### src/rtl/ffapuf_pkg.sv
// ffapuf_pkg
// Shared types and default constants for the feed-forward arbiter PUF
// evaluation controller and its helpers.
//   state_t       : controller sequencing states
//   *_DEF         : default parameter values for one PUF level
//   max2          : elaboration-time helper used for counter sizing
package ffapuf_pkg;

    typedef enum logic [2:0] {
        IDLE,
        CLEAR,
        RACE,
        SAMPLE,
        DONE
    } state_t;

    localparam int CW_DEF            = 32;
    localparam int CLR_CYCLES_DEF    = 4;
    localparam int SETTLE_CYCLES_DEF = 16;
    localparam int NUM_EVAL_DEF      = 15;

    function automatic int max2(input int a, input int b);
        return (a > b) ? a : b;
    endfunction

endpackage

### src/rtl/puf_sync2.sv
// puf_sync2
// Two-flop synchroniser for a raw PUF response that is asynchronous to clk.
// Ports:
//   clk : system clock
//   clr : synchronous active-high reset, clears both flops
//   d   : asynchronous input
//   q   : synchronised output (two clk edges of latency)
module puf_sync2 (
    input  logic clk,
    input  logic clr,
    input  logic d,
    output logic q
);

    logic meta;

    // The first flop may go metastable; only the second flop is consumed.
    always_ff @(posedge clk) begin
        if (clr) begin
            meta <= 1'b0;
            q    <= 1'b0;
        end else begin
            meta <= d;
            q    <= meta;
        end
    end

endmodule

### src/rtl/ffapuf_eval_ctrl.sv
// ffapuf_eval_ctrl
// Sequencer for one feed-forward arbiter PUF level. Takes a challenge over a
// valid/ready handshake, drives it onto the PUF, runs NUM_EVAL
// clear/race/sample evaluations, majority-votes the sampled bits and hands
// back the voted bit plus the ones-count over a valid/ready handshake.
// Ports:
//   clk, clr               : clock, synchronous active-high reset
//   chal_valid/ready, chal : challenge input handshake
//   resp_valid/ready       : response output handshake
//   resp, resp_ones        : voted bit and number of evaluations that read 1
//   busy                   : high while evaluations are running
//   puf_c, puf_clr         : challenge bus and clear to the PUF level
//   puf_r                  : raw PUF response (asynchronous to clk)
module ffapuf_eval_ctrl
    import ffapuf_pkg::*;
#(
    parameter  int CW            = CW_DEF,
    parameter  int CLR_CYCLES    = CLR_CYCLES_DEF,
    parameter  int SETTLE_CYCLES = SETTLE_CYCLES_DEF,
    parameter  int NUM_EVAL      = NUM_EVAL_DEF,
    localparam int OW            = $clog2(NUM_EVAL + 1)
) (
    input  logic          clk,
    input  logic          clr,
    input  logic          chal_valid,
    output logic          chal_ready,
    input  logic [CW-1:0] chal,
    output logic          resp_valid,
    input  logic          resp_ready,
    output logic          resp,
    output logic [OW-1:0] resp_ones,
    output logic          busy,
    output logic [CW-1:0] puf_c,
    output logic          puf_clr,
    input  logic          puf_r
);

    // Stop the build on parameter sets the sequencing cannot support: an even
    // vote count has no majority, and a short race would let the synchroniser
    // deliver a bit captured while the arbiters were still cleared.
    if ((NUM_EVAL % 2) == 0 || NUM_EVAL < 1 || SETTLE_CYCLES < 3 || CLR_CYCLES < 1) begin : g_bad_params
        $fatal(1, "ffapuf_eval_ctrl: illegal NUM_EVAL/SETTLE_CYCLES/CLR_CYCLES");
    end

    localparam int TMAX = max2(CLR_CYCLES, SETTLE_CYCLES);
    localparam int TW   = $clog2(TMAX + 1);

    localparam logic [TW-1:0] CLR_LAST    = TW'(CLR_CYCLES - 1);
    localparam logic [TW-1:0] SETTLE_LAST = TW'(SETTLE_CYCLES - 1);
    localparam logic [OW-1:0] EVAL_LAST   = OW'(NUM_EVAL - 1);
    localparam logic [OW-1:0] HALF        = OW'(NUM_EVAL / 2);

    state_t        state;
    logic [TW-1:0] timer;
    logic [OW-1:0] eval_cnt;
    logic [OW-1:0] ones_cnt;
    logic [OW-1:0] ones_next;
    logic          sync_r;

    puf_sync2 u_sync (
        .clk (clk),
        .clr (clr),
        .d   (puf_r),
        .q   (sync_r)
    );

    // Running vote including the bit being sampled this cycle; used so the
    // final evaluation can be folded straight into the registered response.
    assign ones_next = ones_cnt + OW'(sync_r);

    // Single sequencing process. All handshake and PUF-facing outputs are
    // registered here alongside the state so they change on the same edge as
    // the state they belong to. Reset aborts any run in progress.
    always_ff @(posedge clk) begin
        if (clr) begin
            state      <= IDLE;
            puf_c      <= '0;
            puf_clr    <= 1'b1;
            chal_ready <= 1'b1;
            busy       <= 1'b0;
            resp_valid <= 1'b0;
            resp       <= 1'b0;
            resp_ones  <= '0;
            timer      <= '0;
            eval_cnt   <= '0;
            ones_cnt   <= '0;
        end else begin
            case (state)
                IDLE: begin
                    if (chal_valid && chal_ready) begin
                        puf_c      <= chal;
                        ones_cnt   <= '0;
                        eval_cnt   <= '0;
                        timer      <= '0;
                        chal_ready <= 1'b0;
                        busy       <= 1'b1;
                        state      <= CLEAR;
                    end
                end
                CLEAR: begin
                    if (timer == CLR_LAST) begin
                        timer   <= '0;
                        puf_clr <= 1'b0;
                        state   <= RACE;
                    end else begin
                        timer <= timer + 1'b1;
                    end
                end
                RACE: begin
                    if (timer == SETTLE_LAST) begin
                        timer <= '0;
                        state <= SAMPLE;
                    end else begin
                        timer <= timer + 1'b1;
                    end
                end
                SAMPLE: begin
                    ones_cnt <= ones_next;
                    eval_cnt <= eval_cnt + 1'b1;
                    puf_clr  <= 1'b1;
                    if (eval_cnt == EVAL_LAST) begin
                        busy       <= 1'b0;
                        resp_valid <= 1'b1;
                        resp       <= (ones_next > HALF);
                        resp_ones  <= ones_next;
                        state      <= DONE;
                    end else begin
                        state <= CLEAR;
                    end
                end
                DONE: begin
                    if (resp_ready) begin
                        resp_valid <= 1'b0;
                        chal_ready <= 1'b1;
                        state      <= IDLE;
                    end
                end
                default: begin
                    state <= IDLE;
                end
            endcase
        end
    end

endmodule
### config.mk
export PLATFORM = sky130hd
export DESIGN_NAME = ffapuf_eval_ctrl
export DESIGN_NICKNAME = d
export VERILOG_FILES = /design/src/rtl/ffapuf_pkg.sv /design/src/rtl/puf_sync2.sv /design/src/rtl/ffapuf_eval_ctrl.sv
export SDC_FILE = /design/constraint.sdc
export NUM_CORES = 1
export LEC_CHECK = 0
export ABC_AREA = 1
export BUFFER_PORTS_ARGS = -buffer_cell sky130_fd_sc_hd__buf_2
export CAP_MARGIN = 20
export CORE_AREA = 3 3 94 96
export CTS_BUF_LIST = sky130_fd_sc_hd__clkbuf_4
export CTS_CLUSTER_SIZE = 10
export DETAILED_ROUTE_END_ITERATION = 16
export DIE_AREA = 0 0 97 99
export PLACE_DENSITY = 0.55
export REMOVE_ABC_BUFFERS = 1
export SLEW_MARGIN = 25
export SYNTH_ARGS = -nofsm -noshare
export SYNTH_HDL_FRONTEND = slang
export SYNTH_SLANG_ARGS = --single-unit
### constraint.sdc
create_clock -name clk -period 1.84 [get_ports clk]
set_clock_uncertainty 0.15 [all_clocks]
set_input_delay 0.184 -clock clk [delete_from_list [all_inputs] [get_ports clk]]
set_output_delay 0.184 -clock clk [all_outputs]
set_load 0.05 [all_outputs]
==> summary.txt <==
Floorplan
  • Num rows: 33
  • Die Area: 9600 um^2
  • Placeable core region: 8130 um^2
  • Die outline height: 99 um
  • Top-level port count: 78
  • Die outline width: 97 um
  • Starting utilization of the core area: 29.8%

Placement
  • Number of buffers added on ports: 77
  • Detailed placer's ending HPWL: 4.22 mm
  • Final GP Congestion: 0.820

Global routing
  • Global route overflow: 0
  • Largest net degree at the start of global routing: 23
  • Wire length of the first global-routing pass: 10.7 mm
  • Tot GR Track Use: 13.7%
  • Number of antenna violations at the first check in global routing: 0
  • Vias in the first global route: 2317

Synth
  • Count of unique library cells instantiated by Yosys: 29
  • Post-synth top area share: 48.7%
  • Cell accounting for the most synthesized area: dfxtp_1
  • Synth Register Bits: 59
  • Sequential area share after synthesis: 48.7%
  • Yosys warns: 0
  • Top area cells in the synthesized netlist: dfxtp_1, nor2_1, o21ai_0, nand2_1, ha_1
  • Cells after synthesis: 304
  • Netlist area before placement: 2420 um^2
  • Avg Synthesized Cell Area: 7.97 um^2

Timing
  • Maximum frequency from static timing analysis: 617 MHz
  • Pins over their slew limit: 0
  • Count of endpoints failing hold in the final timing report: 0
  • Worst-Margin Slew: 0.281 ns
  • Worst hold margin: 0.0598 ns
  • Total of endpoints with negative setup slack in the final report: 0
  • Headroom to the max-slew limit: 81.2%
  • Minimum clock period: 1.62 ns
  • RSZ-0062 raised after global routing: no
  • Share of the clock period used by the worst path: 88.1%

Critical path
  • Startpoint kind of the worst setup timing path: register
  • Endpoint type of the worst setup path: register
  • Data required time at the worst endpoint: 1.98 ns
  • Reg-to-Reg Start: timer[0]
  • Register-to-Register Setup Slack: 0.22 ns
  • Highest fanout seen on the critical path: 3
  • Type of the worst setup path: reg2reg
  • Length in cells of the worst reg-to-reg path: 11
  • R2R Path End: state[0]
  • CP arrival: 1.76 ns

Min path
  • Worst Hold Path EP: eval_cnt[0]
  • Hold Startpoint: chal_valid
  • Hold-critical path depth: 4
  • Hold crit path type: in2reg

Detailed routing
  • Violation count after the first detailed-routing iteration: 98
  • Number of remaining DRC errors: 0
  • Routed wire length per instance: 11.9 um
  • ANT nets after route: 0
  • Total detailed-routing wirelength: 6.37 mm
  • Routed via count: 2346
  • First-pass detailed-route iteration total: 4
  • Vias per Instance: 4.39

Cells and area
  • Most frequent cells in the layout: buf_2, nor2_1, dfxtp_1
  • Net count reported at finish: 469
  • Area of the multi-input gates: 1090 um^2
  • Area used by sequential logic in the layout: 1180 um^2
  • Area growth from synthesis to final layout: 41.5%
  • Fraction of final layout cells sized beyond drive strength 1: 28.8%
  • N_diodes: 0
  • Leading cell type in the layout, fill and taps excluded: buf_2
  • FILL cells: 810

Clock tree
  • Insertion delay of the later-clocked pin in the worst-skew pair: 0.39 ns
  • Number of clock buffers inserted by TritonCTS: 9
  • H-Tree Depth: 3
  • Clock transition time at the flip-flop clock pins of the worst setup and hold paths: 0.10 ns
  • TritonCTS clock tree: yes
  • Root buffer cell: clkbuf_4
  • Max Buffers Root-to-Sink: 2
  • Number of clock sinks: 59

Pwr
  • Share of power burned in the clock network: 19.1%
  • Combinational fraction of design power: 44.7%
  • Leakage power total: 1.63 nW
  • Total net switching power: 2.20 mW
  • Power density relative to cell area: 1380 nW/um^2
  • Cell-internal power: 2.53 mW
  • Post-route total power: 4.73 mW
  • Maximum VDD drop: 0.649 mV
  • Switching Share: 46.6%
  • Sequential share of power: 36.2%

Status
  • Outcome: finished clean

Run
  • Max cap viols: 0
[registers in the layout (all words and copies together) (netlist names)]
name / cells
u_sync.q: 1
puf_clr: 1
puf_c: 32
resp: 1
busy: 1
u_sync.meta: 1
chal_ready: 1
state: 3
resp_valid: 1
eval_cnt: 4
ones_cnt: 4
timer: 5
resp_ones: 4
[repair_timing]
item	in CTS	in global routing
hold endpoints to repair	37	0
setup endpoints to repair	0	3
buffers inserted	0	3
resized for setup	0	7
hold buffers	35	0
[worst max-delay path by stage]
stage	startpoint	endpoint	cells past startpoint
2_1_floorplan	chal_ready	timer[2]	7
3_3_place_gp	timer[0]	state[0]	11
3_5_place_dp	timer[0]	state[0]	11
4_1_cts	timer[0]	state[0]	11
5_1_grt	timer[0]	state[0]	11
6_report	timer[0]	state[0]	11
[cell usage after synthesis]
cell type	instances
nor2_8	2
a21oi_2	1
inv_1	14
nor2_4	1
nand4_1	3
nand3_1	13
nor2_2	3
nand3b_1	1
inv_2	4
ha_1	7
nand2_1	41
inv_6	1
dfxtp_1	59
nand4_4	1
buf_6	6
a31o_2	1
o21ai_0	33
nor3_1	2
clkbuf_1	5
or2_0	1
xnor2_1	1
nand2_2	2
a31oi_1	1
xor2_1	4
a21oi_1	17
o31ai_1	1
buf_2	1
nor2_1	75
o21ai_1	3
[per-layer routing]
metal  part of all wire (%)  global-route usage, %  up-vias
li1                       -                      -     1227
met1                     45                   16.2     1056
met2                     49                   23.2       53
met3                    3.6                   3.18       10
met4                    1.9                   6.80        0
met5                      0                      0        -
[power groups by stage]
stage / clock [mW] / combinational (mW) / sequential [mW]
floorplan: 0 / 0.728 / 2.46
global placement: 0 / 2.00 / 1.73
detailed placement: 0 / 2.01 / 1.73
CTS: 0.948 / 2.07 / 1.70
global route: 1.01 / 2.30 / 1.76
finish: 0.903 / 2.11 / 1.71
[per-stage QoR]
| stage | std cells | worst slack [ns] | util (%) | TNS, ns | instance area (um^2) |
|---|---|---|---|---|---|
| global route | 535 | 0.00968 | 42.1 | 0 | 3430 |
| global placement | 481 | 0.136 | 35.7 | 0 | 2900 |
| floorplan | 292 | -0.0183 | - | -0.0183 | 2330 |
| finish | 535 | 0.219 | 42.1 | 0 | 3430 |
| detailed placement | 481 | 0.0721 | 35.7 | 0 | 2900 |
| CTS | 532 | 0.0592 | 41.6 | 0 | 3380 |
[layout make-up]
class | count | share of cell area (%)
well taps | 105 | 3.83
clock buffers | 10 | 2.19
flip-flops and latches | 59 | 34.5
clock inverters | 6 | 1.64
repair buffers | 122 | 23.6
inverters | 19 | 2.23
multi-input cells | 214 | 31.9
[critical path, cell delays in order, from the launching register on]
cell and delay (ns):
dfxtp_2 0.37, ha_4 0.15, nand2_1 0.06, nor2_2 0.13
ha_1 0.15, inv_1 0.05, nand4_1 0.12, nand2_2 0.10
nor2_2 0.10, nand2_1 0.06, nand2_1 0.06, nor2_1 0.04
[cells by family after synthesis]
group                      share of synthesized area [%]
AOI/OAI and AO/OA                                   12.2
xor gates and xnor gates                            1.81
adders and majority gates                           3.61
DFF                                                 48.7
buffers and inverters                               6.92
and+or+nand+nor                                     26.7
No activity file was read; power rests on OpenSTA's default activity.
